==> config.mk <==
export PLATFORM = sky130hd
export DESIGN_NAME = debug_commit_sched
export DESIGN_NICKNAME = d
export VERILOG_FILES = /design/src/rtl/debug_pkg.sv /design/src/rtl/debug_record_reg.sv /design/src/rtl/debug_commit_sched.sv
export SDC_FILE = /design/constraint.sdc
export NUM_CORES = 1
export LEC_CHECK = 0
export ABC_CLOCK_PERIOD_IN_PS = 8100
export BUFFER_PORTS_ARGS = -buffer_cell sky130_fd_sc_hd__buf_2
export CAP_MARGIN = 20
export CORE_MARGIN = 5
export CORE_UTILIZATION = 43
export CTS_CLUSTER_DIAMETER = 60
export DETAILED_ROUTE_END_ITERATION = 10
export PLACE_DENSITY_LB_ADDON = 0.05
export SYNTH_ARGS = -nofsm -noshare
export SYNTH_HDL_FRONTEND = slang
export SYNTH_SLANG_ARGS = --single-unit
==> constraint.sdc <==
create_clock -name clock -period 8.1 [get_ports clock]
set_clock_uncertainty 0.05 [all_clocks]
set_input_delay 0.405 -clock clock [delete_from_list [all_inputs] [get_ports clock]]
set_output_delay 0.405 -clock clock [all_outputs]
set_load 0.01 [all_outputs]
==> src/rtl/debug_pkg.sv <==
// Shared types for the debug commit scheduler: run states, halt causes and
// the commit record forwarded to the simulation debug sink.
package debug_pkg;

    localparam int REC_XLEN = 32;

    typedef enum logic [1:0] {
        ST_IDLE   = 2'd0,
        ST_RUN    = 2'd1,
        ST_HALTED = 2'd2
    } dbg_state_e;

    // HOST shares encoding 3 with BREAK; bp_hit tells them apart
    typedef enum logic [1:0] {
        HC_NONE   = 2'd0,
        HC_EBREAK = 2'd1,
        HC_LIMIT  = 2'd2,
        HC_BREAK  = 2'd3
    } halt_cause_e;

    localparam halt_cause_e HC_HOST = HC_BREAK;

    typedef struct packed {
        logic                device_access;
        logic [REC_XLEN-1:0] device_addr;
        logic [REC_XLEN-1:0] pc;
        logic                reg_wen;
        logic [4:0]          reg_waddr;
        logic [REC_XLEN-1:0] reg_wdata;
    } commit_rec_t;

    function automatic logic is_last_step(input logic [31:0] remaining);
        return remaining == 32'd1;
    endfunction

endpackage

==> src/rtl/debug_record_reg.sv <==
// One-cycle output stage for the debug record; fields hold while no
// commit is loaded so the sink sees stable data between records.
module debug_record_reg
    import debug_pkg::*;
(
    input  logic        clock,
    input  logic        reset,
    input  logic        load,
    input  logic        halt,
    input  commit_rec_t rec_in,
    output logic        rec_valid,
    output logic        rec_halt,
    output commit_rec_t rec_out
);

    logic        rec_valid_r;
    logic        rec_halt_r;
    commit_rec_t rec_r;

    // capture the accepted commit; halt can only accompany a valid record
    always_ff @(posedge clock or posedge reset) begin
        if (reset) begin
            rec_valid_r <= 1'b0;
            rec_halt_r  <= 1'b0;
            rec_r       <= '0;
        end else begin
            rec_valid_r <= load;
            rec_halt_r  <= load & halt;
            if (load) begin
                rec_r <= rec_in;
            end
        end
    end

    assign rec_valid = rec_valid_r;
    assign rec_halt  = rec_halt_r;
    assign rec_out   = rec_r;

endmodule

==> src/rtl/debug_commit_sched.sv <==
// Commit-to-debug-sink scheduler: sequences free run, step budget, PC
// breakpoint and host stop, and back-pressures the core while halted.
module debug_commit_sched
    import debug_pkg::*;
#(
    parameter int XLEN  = REC_XLEN,
    parameter int CNT_W = 64
) (
    input  logic             clock,
    input  logic             reset,
    input  logic             host_start,
    input  logic             host_stop,
    input  logic [31:0]      cfg_step_limit,
    input  logic             cfg_bp_en,
    input  logic [XLEN-1:0]  cfg_bp_pc,
    input  logic             commit_valid,
    output logic             commit_ready,
    input  logic             commit_ebreak,
    input  logic             commit_deviceAccess,
    input  logic [XLEN-1:0]  commit_deviceAddr,
    input  logic [XLEN-1:0]  commit_pc,
    input  logic             commit_regWen,
    input  logic [4:0]       commit_regWaddr,
    input  logic [XLEN-1:0]  commit_regWdata,
    output logic             debug_valid,
    output logic             debug_halt,
    output logic             debug_deviceAccess,
    output logic [XLEN-1:0]  debug_deviceAddr,
    output logic [XLEN-1:0]  debug_pc,
    output logic             debug_regWen,
    output logic [4:0]       debug_regWaddr,
    output logic [XLEN-1:0]  debug_regWdata,
    output logic [1:0]       state,
    output logic [1:0]       halt_cause,
    output logic             bp_hit,
    output logic [CNT_W-1:0] retired
);

    dbg_state_e        state_r;
    halt_cause_e       halt_cause_r;
    logic              bp_hit_r;
    logic              skip_bp_r;
    logic [31:0]       remaining_r;
    logic [CNT_W-1:0]  retired_r;

    logic              run_s;
    logic              bp_match_s;
    logic              accept_s;
    logic              last_step_s;
    logic              rec_halt_s;
    commit_rec_t       rec_s;
    logic              out_valid_s;
    logic              out_halt_s;
    commit_rec_t       out_rec_s;

    // a breakpoint match holds the commit back so the halt lands before retire
    always_comb begin
        run_s       = (state_r == ST_RUN);
        bp_match_s  = cfg_bp_en & commit_valid & (commit_pc == cfg_bp_pc) & ~skip_bp_r;
        accept_s    = commit_valid & run_s & ~bp_match_s;
        last_step_s = is_last_step(remaining_r);
        rec_halt_s  = commit_ebreak | last_step_s;
    end

    assign commit_ready = run_s & ~bp_match_s;

    assign rec_s.device_access = commit_deviceAccess;
    assign rec_s.device_addr   = commit_deviceAddr;
    assign rec_s.pc            = commit_pc;
    assign rec_s.reg_wen       = commit_regWen;
    assign rec_s.reg_waddr     = commit_regWaddr;
    assign rec_s.reg_wdata     = commit_regWdata;

    // run-mode sequencer plus retire counter and step budget
    always_ff @(posedge clock or posedge reset) begin
        if (reset) begin
            state_r      <= ST_IDLE;
            halt_cause_r <= HC_NONE;
            bp_hit_r     <= 1'b0;
            skip_bp_r    <= 1'b0;
            remaining_r  <= 32'd0;
            retired_r    <= {CNT_W{1'b0}};
        end else begin
            if (accept_s) begin
                retired_r <= retired_r + {{(CNT_W-1){1'b0}}, 1'b1};
                skip_bp_r <= 1'b0;
                if (remaining_r != 32'd0) begin
                    remaining_r <= remaining_r - 32'd1;
                end
            end
            case (state_r)
                ST_IDLE: begin
                    if (host_start) begin
                        state_r     <= ST_RUN;
                        remaining_r <= cfg_step_limit;
                        skip_bp_r   <= 1'b0;
                    end
                end
                ST_RUN: begin
                    if (bp_match_s) begin
                        state_r      <= ST_HALTED;
                        halt_cause_r <= HC_BREAK;
                        bp_hit_r     <= 1'b1;
                        skip_bp_r    <= 1'b1;
                    end else if (accept_s & commit_ebreak) begin
                        state_r      <= ST_HALTED;
                        halt_cause_r <= HC_EBREAK;
                        bp_hit_r     <= 1'b0;
                    end else if (accept_s & last_step_s) begin
                        state_r      <= ST_HALTED;
                        halt_cause_r <= HC_LIMIT;
                        bp_hit_r     <= 1'b0;
                    end else if (host_stop) begin
                        state_r      <= ST_HALTED;
                        halt_cause_r <= HC_HOST;
                        bp_hit_r     <= 1'b0;
                    end
                end
                ST_HALTED: begin
                    // skip_bp survives the resume so the breakpoint PC retires once
                    if (host_start) begin
                        state_r      <= ST_RUN;
                        remaining_r  <= cfg_step_limit;
                        halt_cause_r <= HC_NONE;
                    end
                end
                default: begin
                    state_r <= ST_IDLE;
                end
            endcase
        end
    end

    debug_record_reg u_record (
        .clock     (clock),
        .reset     (reset),
        .load      (accept_s),
        .halt      (rec_halt_s),
        .rec_in    (rec_s),
        .rec_valid (out_valid_s),
        .rec_halt  (out_halt_s),
        .rec_out   (out_rec_s)
    );

    assign debug_valid        = out_valid_s;
    assign debug_halt         = out_halt_s;
    assign debug_deviceAccess = out_rec_s.device_access;
    assign debug_deviceAddr   = out_rec_s.device_addr;
    assign debug_pc           = out_rec_s.pc;
    assign debug_regWen       = out_rec_s.reg_wen;
    assign debug_regWaddr     = out_rec_s.reg_waddr;
    assign debug_regWdata     = out_rec_s.reg_wdata;

    assign state      = state_r;
    assign halt_cause = halt_cause_r;
    assign bp_hit     = bp_hit_r;
    assign retired    = retired_r;

endmodule
== Yosys cells after proc, flatten, opt, wreduce, memory -nomap -nowiden ==
Cells that the tools add are included.

* Register bits after elaboration: 207
* Input bits: 174
* Output and inout port bits: 175
* Word-level logic and storage cells: 67

* Add/subtract/negate cells: 2
* Equal/unequal tests: 7
* Multiplexer cells: 24
* Bitwise logic cells: 12
* Reductions and logical operators: 8

{| class="wikitable"
|+ Operator list
! kind !! count
|-
| 32-bit two-way mux || 4
|-
| 64-bit by 1-bit adder with 64-bit output, second input constant || 1
|-
| 32-bit by 1-bit == test with 1-bit output, second input constant || 1
|-
| 32-bit == test || 1
|-
| 32-bit nonzero test || 1
|-
| 32-bit by 1-bit subtractor with 32-bit output, second input constant || 1
|-
| 2-bit two-way mux || 10
|-
| 1-bit AND || 9
|-
| 2-bit one-hot mux with 2 select lines || 2
|-
| 1-bit two-way mux || 7
|-
| 5-bit by 2-bit != test with 1-bit output, second input constant || 1
|-
| 2-bit AND reduction || 2
|-
| 4-bit nonzero test || 1
|-
| 3-bit AND reduction || 1
|-
| 2-bit by 1-bit == test with 1-bit output, second input constant || 1
|-
| 2-bit == test, second input constant || 1
|-
| 2-bit logical NOT || 1
|-
| 2-bit by 1-bit != test with 1-bit output, second input constant || 1
|-
| 2-bit != test, second input constant || 1
|-
| 1-bit inverter || 2
|-
| 1-bit one-hot mux with 2 select lines || 1
|-
| 2-bit nonzero test || 1
|-
| 2-bit OR reduction || 1
|-
| 1-bit bitwise OR || 1
|}

== Depth between registers and ports, before layout ==
Gate-level depths: netlist (run 1).

* Depth in word-level cells: 10
* Mapped depth: 10
* Gate-level depth less buffers: 8

== Hierarchy ==
Synthesis (run 1) repeated with hierarchy kept, for this count alone.

* Cell total of the unflattened synthesis: 820
* Area total of the unflattened synthesis: 9785.6 µm²

{| class="wikitable"
|+ Modules (own cells, without submodules)
! module !! instances !! cells each !! area each (µm²) !! sequential area each (µm²)
|-
| debug_commit_sched || 1 || 598 || 5652.9 || 2552.4
|-
| debug_record_reg || 1 || 222 || 4132.7 || 2627.5
|}

== Worst setup path before layout (run 1) ==
OpenSTA, ideal clock, no wires.

* Kind: flip-flop to flip-flop
* Start point: reg remaining_r[10]
* End point: reg remaining_r[1]
* Library setup time: 0.076 ns
* Data arrival time: 2.638 ns
* Required time: 7.974 ns
* Slack: 5.335 ns
* Stages on the path, launching flop included: 9
* Clock period less this slack: 2.765 ns
* Cell sequence: dfrtp_1 or3_1 buf_6 or4_4 or4_4 and2_1 nand2_2 mux2_1 o21ai_1

* Longest elaborated chain between the ends: 5

{| class="wikitable"
|+ RTL lines
! item !! line !! text
|-
| start: declaration || debug_commit_sched.sv:43 || <nowiki>logic [31:0] remaining_r;</nowiki>
|-
| start signal: assignment || debug_commit_sched.sv:88 || <nowiki>remaining_r <= remaining_r - 32'd1;</nowiki>
|-
| start signal: assignment || debug_commit_sched.sv:95 || <nowiki>remaining_r <= cfg_step_limit;</nowiki>
|-
| start signal: assignment || debug_commit_sched.sv:123 || <nowiki>remaining_r <= cfg_step_limit;</nowiki>
|-
| 32-bit nonzero test (*) || debug_commit_sched.sv:87 || <nowiki>if (remaining_r != 32'd0) begin</nowiki>
|-
| 32-bit two-way mux (*) || debug_commit_sched.sv:87 ||
|-
| 32-bit two-way mux (*) || debug_commit_sched.sv:84 || <nowiki>if (accept_s) begin</nowiki>
|-
| 32-bit two-way mux || debug_commit_sched.sv:93, debug_commit_sched.sv:121 ||
|-
| 32-bit two-way mux (*) || - ||
|}

Mark *: on every way between the ends. The rest lies on a longest branch, timed or not.
A chain may end at the register's enable or synchronous reset.

== Worst setup path in the final report (run 1) ==
* Start point: reg skip_bp_r
* End point: reg retired_r[13], in the netlist retired[13]

* Longest elaborated chain between the ends: 4

{| class="wikitable"
|+ RTL lines
! item !! line !! text
|-
| start: declaration || debug_commit_sched.sv:42 || <nowiki>logic skip_bp_r;</nowiki>
|-
| start signal: assignment || debug_commit_sched.sv:80 || <nowiki>skip_bp_r <= 1'b0;</nowiki>
|-
| start signal: assignment || debug_commit_sched.sv:86 || <nowiki>skip_bp_r <= 1'b0;</nowiki>
|-
| start signal: assignment || debug_commit_sched.sv:96 || <nowiki>skip_bp_r <= 1'b0;</nowiki>
|-
| 1-bit inverter || debug_commit_sched.sv:59 || <nowiki>bp_match_s = cfg_bp_en & commit_valid & (commit_pc == cfg_bp_pc) & ~skip_bp_r;</nowiki>
|-
| 1-bit AND || debug_commit_sched.sv:59 ||
|-
| 1-bit inverter || debug_commit_sched.sv:60 || <nowiki>accept_s = commit_valid & run_s & ~bp_match_s;</nowiki>
|-
| 1-bit AND || debug_commit_sched.sv:60 ||
|-
| end signal: assignment || debug_commit_sched.sv:82 || <nowiki>retired_r <= {CNT_W{1'b0}};</nowiki>
|-
| end signal: assignment || debug_commit_sched.sv:85 || <nowiki>retired_r <= retired_r + {{(CNT_W-1){1'b0}}, 1'b1};</nowiki>
|-
| end: declaration || debug_commit_sched.sv:44 || <nowiki>logic [CNT_W-1:0] retired_r;</nowiki>
|}

Every way passes these cells.

==> results of run 1 <==
[final timing paths]
path	cells after the start	to	start
max	7	retired[13]$_DFFE_PP0N_	skip_bp_r$_DFF_PP0_
min	3	u_record.rec_out[34]$_DFFE_PP0N_	commit_regWaddr[2]
max reg2reg	7	retired[13]$_DFFE_PP0N_	skip_bp_r$_DFF_PP0_
min reg2reg	2	u_record.rec_out[59]$_DFFE_PP0N_	u_record.rec_out[59]$_DFFE_PP0N_
max in group asynchronous	3	retired[57]$_DFFE_PP0N_	reset
min in group asynchronous	2	u_record.rec_out[52]$_DFFE_PP0N_	reset
[state kept, by name, summed over array words and instances (netlist names)]
register,flops
u_record.rec_halt,1
u_record.rec_out,103
skip_bp_r,1
remaining_r,32
halt_cause,2
bp_hit,1
u_record.rec_valid,1
state,2
retired,64
[metrics by stage]
stage	instances	hold WS, ns	power [mW]	area [um^2]	setup slack (ns)
after detailed placement	1621	0.406	2.34	11400	3.44
final	1663	0.0270	3.42	12200	3.81
after CTS	1662	0.00792	3.47	12200	3.80
after global routing	1663	0.0206	3.63	12200	3.34
after floorplan	1030	0.414	1.91	9440	1.99
after global placement	1621	0.403	2.33	11400	3.40
[power by group through the flow]
stage	logic [mW]	clock network [mW]	registers (mW)
after CTS	0.871	1.13	1.47
after detailed placement	0.875	0	1.47
after floorplan	0.344	0	1.57
after global routing	0.954	1.17	1.51
after global placement	0.861	0	1.47
final	0.852	1.10	1.47
[per-layer routing]
layer | vias to the layer above | GRT usage (%) | part of all wire, %
li1 | 4071 | - | -
met1 | 3873 | 29.3 | 41
met2 | 263 | 37.5 | 48
met3 | 44 | 6.92 | 8.5
met4 | 6 | 5.12 | 2.1
met5 | - | 0 | 0.090
[cell usage after synthesis, types with 7 or more instances]
cell	instances
sky130_fd_sc_hd__xor2_1	55
sky130_fd_sc_hd__xnor2_1	52
sky130_fd_sc_hd__clkbuf_1	38
sky130_fd_sc_hd__or3_1	13
sky130_fd_sc_hd__a31oi_1	7
sky130_fd_sc_hd__dfrtp_1	207
sky130_fd_sc_hd__nand2_1	380
sky130_fd_sc_hd__and2_1	7
sky130_fd_sc_hd__nor3_1	37
sky130_fd_sc_hd__inv_1	9
sky130_fd_sc_hd__nand3_1	44
sky130_fd_sc_hd__nor2_1	44
sky130_fd_sc_hd__nor4_1	18
sky130_fd_sc_hd__nand4_1	25
sky130_fd_sc_hd__o21ai_0	16
[cell type report]
class,instances,area (um^2),share of cell area (%)
Sequential cell,207,5180,42.4
Multi-Input combinational cell,771,4050,33.2
Timing Repair Buffer,353,1780,14.6
Clock buffer,34,719,5.89
Tap cell,280,350,2.87
Clock inverter,7,88.8,0.727
Inverter,10,46.3,0.379
Antenna cell,1,2.50,0.0205
[cell families (layout without fill, tap and decap cells)]
group,count (synthesis),after routing
compound gates,52,52
mux,2,2
fa+ha+maj,3,3
simple gates,607,607
other cells,0,1
buf+inv,52,404
flops,207,207
xor+xnor,107,107
[worst min-delay path, delay by kind of cell]
kind / cells / cell delay, ns
AND/OR/NAND/NOR: 2 / 0.08
buffers and inverters: 1 / 0.07
[placed cells by master (no fill, tap or decap), types with 5 or more instances in the layout]
cell,count
sky130_fd_sc_hd__clkinv_2,5
sky130_fd_sc_hd__nand2_1,379
sky130_fd_sc_hd__or3_1,13
sky130_fd_sc_hd__and2_1,7
sky130_fd_sc_hd__nand4_1,25
sky130_fd_sc_hd__a31oi_1,7
sky130_fd_sc_hd__buf_4,5
sky130_fd_sc_hd__clkbuf_8,6
sky130_fd_sc_hd__nor3_1,37
sky130_fd_sc_hd__nor2_1,44
sky130_fd_sc_hd__clkbuf_16,25
sky130_fd_sc_hd__nand2b_1,5
sky130_fd_sc_hd__o21ai_0,16
sky130_fd_sc_hd__inv_1,8
sky130_fd_sc_hd__nor4_1,18
sky130_fd_sc_hd__o311ai_0,5
sky130_fd_sc_hd__buf_2,348
sky130_fd_sc_hd__dfrtp_1,207
sky130_fd_sc_hd__xor2_1,55
sky130_fd_sc_hd__o211ai_1,5
sky130_fd_sc_hd__nand3_1,44
sky130_fd_sc_hd__xnor2_1,52
==> summary.txt, run 1 <==
Clock network
  – Total CTS buffers: 25
  – Total setup buffers inserted after CTS: 0
  – CTS sink count: just over 200
  – Clock Pin Slew Worst Setup and Hold Paths: about 0.060 ns
  – Number of H-tree branching levels: 1
  – Post-CTS sizing: 0
  – CTS tree: done
  – Clock latency on the worst-skew pair: between 0.5 and 0.6 ns
  – Max clock buf depth: 3
  – Post-CTS Hold Buffers: 0
  – Cell at the root of the clock tree: sky130_fd_sc_hd__clkbuf_16

GRT
  – Number of global-route vias before repair: between 8,000 and 9,000
  – Initial antenna violation count: 4
  – Global-route wire length before repair: about 45 mm
  – Total track usage: a little under a quarter
  – Maximum number of pins on one net before global-route repair: about 130
  – GRT Residual Overflow: 0

Floorplanning
  – Top-level I/O count: around 350
  – Die extent in x: roughly 160 um
  – Floorplan Core Area: 0.0217 mm^2
  – Overall die area: ~0.025 mm^2
  – Die height: around 160 um
  – Placement Rows: 54
  – Initial core utilization: around 44%

Detailed routing
  – Drt first pass iters: 5
  – Remaining number of nets flagged by the antenna check after routing: 0
  – Drt initial violations: between 300 and 400
  – Routed wire length: between 20 and 30 mm
  – Detailed-route DRC error count: 0
  – Detail-routed via count per cell: ~5.0
  – Vias post-DR: ~8,300
  – Drt wl/cell: between 15 and 20 um

Power
  – Leakage power total: 6.48 nW
  – VDD IR-drop max: 0.196 mV
  – Total power divided by cell area: 280 mW/mm^2
  – Sw frac: between 30 and 40%
  – Net switching power of the design: about 1.1 mW
  – Sequential share of power: 42.9%
  – Share of total power in combinational logic: approximately 25%
  – Internal power summed over all cells: 2.31 mW
  – Clock group share of total power: between 30 and 40%

STA
  – Slew Limit Headroom: between 30% and 40%
  – Setup repair after global routing missed its margin: false
  – Max Fclk: between 200 and 250 MHz
  – Number of pins with negative max-slew slack in the final report: 0
  – Worst Tran Pin Value: just under 1 ns
  – Post-layout min period: 4.29 ns
  – Setup TNS Final: 0 ns
  – Final hold violation count: 0
  – Share of the cycle needed by the critical path after routing: between 50% and 60%
  – Final setup vio count: 0

Place
  – Gp weighted congestion: 0.883
  – IO buf count: roughly 350
  – Dpl hpwl: approximately 21 mm

Logic synthesis
  – Share of synthesized cell area in and, or, nand and nor gates: between 20% and 30%
  – Synth top area share: 54.9%
  – Number of library cell types mapped by synthesis: 53
  – Average instance area after synthesis: 9.16 um^2
  – Number of warnings reported in the yosys synthesis log: 0
  – Number of synthesized flops with an enable pin: 0
  – Dominant synthesized flop cell: sky130_fd_sc_hd__dfrtp_1
  – Post-synthesis mux area share: less than 1%
  – Ranking of synthesized cells by area: sky130_fd_sc_hd__dfrtp_1, sky130_fd_sc_hd__nand2_1, sky130_fd_sc_hd__xor2_1
  – Share of flip-flops with an asynchronous set or reset: 100%
  – Post-Syn Nets: approximately 1,200
  – Cell type with the highest aggregate area in the netlist: sky130_fd_sc_hd__dfrtp_1
  – Post-synthesis adder-cell area fraction: 0.398%
  – Xor/xnor cell area share of the yosys netlist: under 10%
  – Total standard cell area after synthesis: 0.00944 mm^2
  – Fraction of the yosys area taken by sequential cells: between 50% and 60%
  – Post-synthesis sequential element count: 207
  – Compound-Gate Fraction of Synth Area: roughly 3.7%
  – Synthesized netlist cell count: between 1,000 and 1,500
  – Dominant combinational cell family by area after synthesis: simple AND/OR/NAND/NOR gates

Run status
  – Outcome: finished, final reports clean

Layout
  – Post-layout net count: approximately 1,500
  – Filler cell count: 2,022
  – Post-route core utilization: 56.3%
  – Layout cell share with drive strength beyond 1: approximately 29%
  – Area growth from synthesis to layout: 29.5%

Worst setup path
  – Slowest cell on the critical path: sky130_fd_sc_hd__clkinv_2
  – Buffers & Inverters on Critical Path: 2
  – Kind of cell with the highest combined delay on the critical path: simple AND/OR/NAND/NOR gates
  – Worst reg2reg setup slack: between 3 and 4 ns
  – Critical path required time: ~8.5 ns
  – Critical-path maximum fanout: between 50 and 60
  – Signal arrival time at the worst endpoint: approximately 4.7 ns
  – Critical path, cell by cell: nor4_1 -> nand4_2 -> nand2_4 -> clkinv_2 -> buf_4 -> nand4_1 -> xnor2_1
  – Biggest cell delay along the critical path: ~0.81 ns
  – Endpoint class of the critical path: register
  – Type of element launching the critical path: register
  – Classification of the worst setup path: register to register

Min path
  – Hold/Removal Path Class: input pin to register

Job
  – Max-cap violations: 0
Power figures use the tool's default switching activity.
==> inputs of run 2 (changes only) <==
- ABC_CLOCK_PERIOD_IN_PS: 8100 -> 4450
- clock period: 8.1 -> 4.45 ns (I/O delays scaled with it)
==> summary.txt, run 2 (same netlist as run 1, synthesis figures left out) <==
Clock network
  – Total setup buffers inserted after CTS: 0
  – Post-CTS sizing: 0
  – CTS tree: done
  – Max clock buf depth: 3
  – Clock Pin Slew Worst Setup and Hold Paths: ~0.06 ns
  – Number of H-tree branching levels: 1
  – CTS sink count: between 200 and 250
  – Clock latency on the worst-skew pair: 0.50 ns
  – Cell at the root of the clock tree: sky130_fd_sc_hd__clkbuf_16
  – Total CTS buffers: 24

Layout
  – Filler cell count: between 1,500 and 2,000
  – Leading cell type in the layout, fill and taps excluded: sky130_fd_sc_hd__nand2_1
  – Commonest cells after routing, fill and taps aside: sky130_fd_sc_hd__nand2_1, sky130_fd_sc_hd__buf_2, sky130_fd_sc_hd__dfrtp_1
  – Number of antenna repair diodes: 0
  – Layout cell share with drive strength beyond 1: between 20% and 30%
  – Sequential cell area: just over 0.005 mm^2
  – Area growth from synthesis to layout: 44.5%
  – Post-layout net count: between 1,500 and 2,000
  – Footprint of the multi-input gates: approximately 0.0041 mm^2
  – Number of flip-flops under the largest register name: ~100

Power
  – Total power divided by cell area: around 460 mW/mm^2
  – Net switching power of the design: slightly above 2 mW
  – Sw frac: roughly a third
  – Internal power summed over all cells: roughly 4.3 mW
  – Leakage power total: approximately 7.1 nW
  – Sequential share of power: 42.3%
  – Clock group share of total power: a little under a third
  – Share of total power in combinational logic: between 20% and 30%
  – VDD IR-drop max: 0.339 mV

GRT
  – Maximum number of pins on one net before global-route repair: around 120
  – Global-route wire length before repair: 47.9 mm
  – Initial antenna violation count: 0
  – Number of global-route vias before repair: about 9,200
  – Total track usage: approximately a quarter
  – GRT Residual Overflow: 0

Detailed routing
  – Drt wl/cell: 16.7 um
  – Drt first pass iters: 5
  – Drt initial violations: 496
  – Remaining number of nets flagged by the antenna check after routing: 0
  – Vias post-DR: roughly 9,000
  – Detailed-route DRC error count: 0
  – Detail-routed via count per cell: between 4 and 5
  – Routed wire length: roughly 30 mm

STA
  – Hold slack final: approximately 0.13 ns
  – Post-layout min period: a little over 3 ns
  – Setup repair after global routing missed its margin: false
  – Max Fclk: 321 MHz
  – Number of pins with negative max-slew slack in the final report: 0
  – Setup TNS Final: 0 ns
  – Final hold violation count: 0
  – Slew Limit Headroom: 47.6%
  – Worst Tran Pin Value: 0.786 ns
  – Final setup vio count: 0
  – Share of the cycle needed by the critical path after routing: a little over two thirds

Min path
  – Worst Hold Depth: 4
  – Startpoint of the most critical hold path: commit_valid
  – Hold/Removal Path Class: input pin to register
  – Hold Path Sink: skip_bp_r$_DFF_PP0_

Floorplanning
  – Top-level I/O count: approximately 350
  – Initial core utilization: 43.5%
  – Die extent in x: 158 um
  – Placement Rows: 54
  – Overall die area: between 0.02 and 0.03 mm^2
  – Floorplan Core Area: roughly 0.022 mm^2
  – Die height: between 150 and 200 um

Worst setup path
  – Reg-to-reg endpoint: retired[59]$_DFFE_PP0N_
  – Worst reg2reg setup slack: between 1 and 1.5 ns
  – Signal arrival time at the worst endpoint: about 3.5 ns
  – Reg-to-Reg Start: retired[3]$_DFFE_PP0N_
  – Reg2reg path depth: 7
  – Type of element launching the critical path: register
  – Critical-path maximum fanout: 13
  – Critical path required time: between 4 and 5 ns
  – Classification of the worst setup path: register to register
  – Endpoint class of the critical path: register

Place
  – Dpl hpwl: about 21 mm
  – Gp weighted congestion: a little under 0.9
  – IO buf count: 348

Run status
  – Outcome: finished, final reports clean

Job
  – Max-cap violations: 0
==> run 2: cell count changes in the layout (fill, tap and decap cells not counted) <==
cell | before | now
sky130_fd_sc_hd__dlygate4sd3_1 | 0 | 139
sky130_fd_sc_hd__buf_4 | 5 | 9
sky130_fd_sc_hd__clkinv_2 | 5 | 8
sky130_fd_sc_hd__clkbuf_8 | 6 | 4
sky130_fd_sc_hd__clkinvlp_4 | 0 | 2
sky130_fd_sc_hd__buf_12 | 0 | 1
sky130_fd_sc_hd__diode_2 | 1 | 0
sky130_fd_sc_hd__inv_6 | 1 | 0
sky130_fd_sc_hd__inv_8 | 1 | 0
==> run 2: layer usage <==
metal	wire [um]	GRT usage (%)
met5	0	0
met2	14600	40.2
met3	1970	5.58
met4	1170	8.20
met1	12300	29.9
==> run 2: how the worst max path moves through the flow <==
stage / start / endpoint / cells past startpoint
floorplan: reset / bp_hit$_DFFE_PP0P_ / 1
global placement: commit_pc[15] / halt_cause[0]$_DFFE_PP0P_ / 11
detailed placement: retired[3]$_DFFE_PP0N_ / retired[59]$_DFFE_PP0N_ / 7
global route: retired[3]$_DFFE_PP0N_ / retired[59]$_DFFE_PP0N_ / 7
finish: retired[3]$_DFFE_PP0N_ / retired[59]$_DFFE_PP0N_ / 7
CTS: retired[3]$_DFFE_PP0N_ / retired[59]$_DFFE_PP0N_ / 7
==> run 2: area by class of cell <==
cell class	count	share of cell area (%)
flip-flops and latches	207	38.0
multi-input cells	771	29.7
repair buffers	497	23.6
clock buffers	32	5.07
well taps	280	2.57
clock inverters	10	0.752
inverters	10	0.312
==> run 2: what timing repair did <==
item | in CTS | in global routing
endpoints found under the setup margin | 0 | 0
endpoints found under the hold margin | 164 | 0
hold buffers | 139 | 0
==> run 2: critical path: stages, from the launching register on <==
cell and delay [ns]:
sky130_fd_sc_hd__dfrtp_1 0.45, sky130_fd_sc_hd__and4_1 0.28, sky130_fd_sc_hd__and4_1 0.33, sky130_fd_sc_hd__nand3_1 0.30, sky130_fd_sc_hd__nor3_1 0.33, sky130_fd_sc_hd__nand4_1 0.60, sky130_fd_sc_hd__nor4_1 0.53, sky130_fd_sc_hd__xor2_1 0.17
==> run 2: power by group through the flow <==
stage,registers (mW),clock network (mW),logic (mW)
final,2.67,1.96,1.68
after global routing,2.73,2.08,1.86
after CTS,2.66,2.02,1.69
after detailed placement,2.66,0,1.61
after global placement,2.67,0,1.57
after floorplan,2.85,0,0.627
==> run 2: through the flow <==
stage | instance area [um^2] | util (%) | total power, mW | std cells | setup WS [ns]
finish | 13600 | 62.9 | 6.30 | 1807 | 1.33
CTS | 13600 | 62.9 | 6.37 | 1807 | 1.31
floorplan | 9440 | - | 3.48 | 1030 | 1.49
global placement | 11500 | 52.8 | 4.25 | 1626 | 1.37
detailed placement | 11500 | 52.8 | 4.27 | 1626 | 1.34
global route | 13600 | 62.9 | 6.67 | 1807 | 0.922
==> inputs of run 3 (changes only) <==
- ABC_CLOCK_PERIOD_IN_PS: 4450 -> 2700
- clock period: 4.45 -> 2.7 ns (I/O delays scaled with it)
==> summary.txt, run 3 (same netlist as run 1, synthesis figures left out) <==
Run status
  – Outcome: finished, final reports clean

Min path
  – Hold/Removal Path Class: input pin to register
  – Worst Hold Depth: 4

Worst setup path
  – Slowest cell on the critical path: sky130_fd_sc_hd__or4_4
  – Endpoint class of the critical path: register
  – Classification of the worst setup path: register to register
  – Critical path, cell by cell: or4_4 -> or4_4 -> or4_4 -> and2_4 -> nand2_4 -> mux2_4 -> o21ai_1
  – Reg2reg path depth: 7
  – Critical path required time: slightly above 3 ns
  – Reg-to-Reg Start: remaining_r[7]$_DFF_PP0_
  – Worst reg2reg setup slack: about 0.084 ns
  – Reg-to-reg endpoint: remaining_r[1]$_DFF_PP0_
  – Endpoint of the worst setup timing path: remaining_r[1]$_DFF_PP0_
  – Critical-path maximum fanout: 5
  – Signal arrival time at the worst endpoint: 3.00 ns
  – Most prevalent standard cell on the critical path: sky130_fd_sc_hd__or4_4
  – Type of element launching the critical path: register
  – Worst Setup SP: remaining_r[7]$_DFF_PP0_
  – Biggest cell delay along the critical path: 0.53 ns

Clock network
  – CTS sink count: about 210
  – Total CTS buffers: 24
  – Cell at the root of the clock tree: sky130_fd_sc_hd__clkbuf_16
  – Number of H-tree branching levels: 1
  – Max clock buf depth: 3
  – Clock Pin Slew Worst Setup and Hold Paths: 0.06 ns
  – CTS tree: done
  – Clock latency on the worst-skew pair: 0.52 ns

Layout
  – Number of flip-flops under the largest register name: 103
  – Number of antenna repair diodes: 0
  – Leading cell type in the layout, fill and taps excluded: sky130_fd_sc_hd__nand2_1
  – Layout cell share with drive strength beyond 1: about 29%
  – Sequential cell area: around 0.0052 mm^2
  – Commonest cells after routing, fill and taps aside: sky130_fd_sc_hd__nand2_1, sky130_fd_sc_hd__buf_2, sky130_fd_sc_hd__dfrtp_1
  – Final cell count without fillers: 1,839
  – Final design area excluding fillers: around 0.014 mm^2
  – Area growth from synthesis to layout: 47.8%
  – Footprint of the multi-input gates: 0.00411 mm^2
  – Filler cell count: ~1,900
  – Post-layout net count: between 1,500 and 2,000

STA
  – Number of pins with negative max-slew slack in the final report: 0
  – Worst Tran Pin Value: 0.927 ns
  – Max Fclk: 382 MHz
  – Worst-case setup margin in the final layout: 0.0838 ns
  – Share of the cycle needed by the critical path after routing: 96.9%
  – Hold slack final: between 0.01 and 0.015 ns
  – Final hold violation count: 0
  – Post-layout min period: 2.62 ns
  – Slew Limit Headroom: a little under two fifths
  – Final setup vio count: 0
  – Setup repair after global routing missed its margin: false

GRT
  – Total track usage: between 20 and 25%
  – Global-route wire length before repair: 49.1 mm
  – Initial antenna violation count: 0
  – GRT Residual Overflow: 0
  – Maximum number of pins on one net before global-route repair: between 70 and 80
  – Number of global-route vias before repair: roughly 9,500

Detailed routing
  – Detailed-route DRC error count: 0
  – Drt first pass iters: 5
  – Drt initial violations: about 440
  – Remaining number of nets flagged by the antenna check after routing: 0
  – Vias post-DR: around 9,000
  – Routed wire length: 31.3 mm
  – Drt wl/cell: about 17 um
  – Detail-routed via count per cell: roughly 5

Power
  – Leakage power total: ~7.2 nW
  – Total power divided by cell area: 743 mW/mm^2
  – Design Power: between 10 and 15 mW
  – VDD IR-drop max: approximately 0.62 mV

Floorplanning
  – Overall die area: about 0.025 mm^2
  – Floorplan Core Area: 0.0217 mm^2
  – Die height: 158 um
  – Top-level I/O count: between 300 and 400
  – Initial core utilization: between 40% and 50%
  – Placement Rows: 54
  – Die extent in x: about 160 um

Place
  – Gp weighted congestion: about 0.87
  – Worst slack at placement: 0.00101 ns
  – Placed Area: between 0.01 and 0.015 mm^2
  – Dpl hpwl: between 20 and 25 mm
  – Post-placement cell count: approximately 1,700
  – IO buf count: around 350

Job
  – Max-cap violations: 0
[run 3: cell types whose count changed in the layout (fill, tap and decap cells not counted), sizes merged]
cell    change
buf        +33
bufinv      -2
clkbuf      +2
clkinv      -1
[run 3: worst min-delay path by stage]
stage,to,start,slack [ns]
final,skip_bp_r$_DFF_PP0_,commit_valid,0.01
after global routing,skip_bp_r$_DFF_PP0_,commit_valid,0.04
after CTS,skip_bp_r$_DFF_PP0_,commit_valid,0.007
after detailed placement,u_record.rec_out[30]$_DFFE_PP0N_,reset,0.21
after global placement,u_record.rec_out[30]$_DFFE_PP0N_,reset,0.21
after floorplan,u_record.rec_out[0]$_DFFE_PP0N_,commit_regWdata[0],0.19
[run 3: repair_timing]
item / in CTS / in global routing
endpoints found under the setup margin: 2 / 8
hold buffers: 139 / 0
setup buffers: 0 / 1
pin swaps: 1 / 1
endpoints found under the hold margin: 165 / 0
resized for setup: 1 / 6
[run 3: stage by stage]
step | TNS [ns] | util [%]
floorplan | -35.45 | -
global placement | 0 | 54.2
detailed placement | 0 | 54.2
CTS | 0 | 64.1
global route | 0 | 64.3
finish | 0 | 64.3
[run 3: power by group]
group          total, mW  internal (mW)  switching (mW)
registers           4.41           3.88           0.531
logic               2.90           1.24            1.66
clock network       3.06           1.79            1.27
total               10.4           6.91            3.46
[run 3: layer usage]
metal | share of wire (%) | track usage (%) | routed length, um | up-vias
met5 | 0 | 0 | 0 | -
met4 | 4.2 | 9.46 | 1310 | 0
met3 | 7.7 | 6.45 | 2410 | 84
met2 | 49 | 41.4 | 15300 | 320
met1 | 39 | 30.0 | 12300 | 4322
li1 | - | - | - | 4431
[run 3: worst max-delay path, delay by kind of cell (launching register included)]
kind / cells / cell delay (ns)
flip-flops: 1 / 0.37
AND/OR/NAND/NOR: 5 / 1.71
multiplexers: 1 / 0.29
AO/OA/AOI/OAI: 1 / 0.10
[run 3: cell type report]
cell class	count	area share [%]
Multi-Input combinational cell	771	29.4
Tap cell	280	2.51
Timing Repair Buffer	530	25.2
Clock buffer	34	5.01
Sequential cell	207	37.1
Inverter	10	0.305
Clock inverter	7	0.350
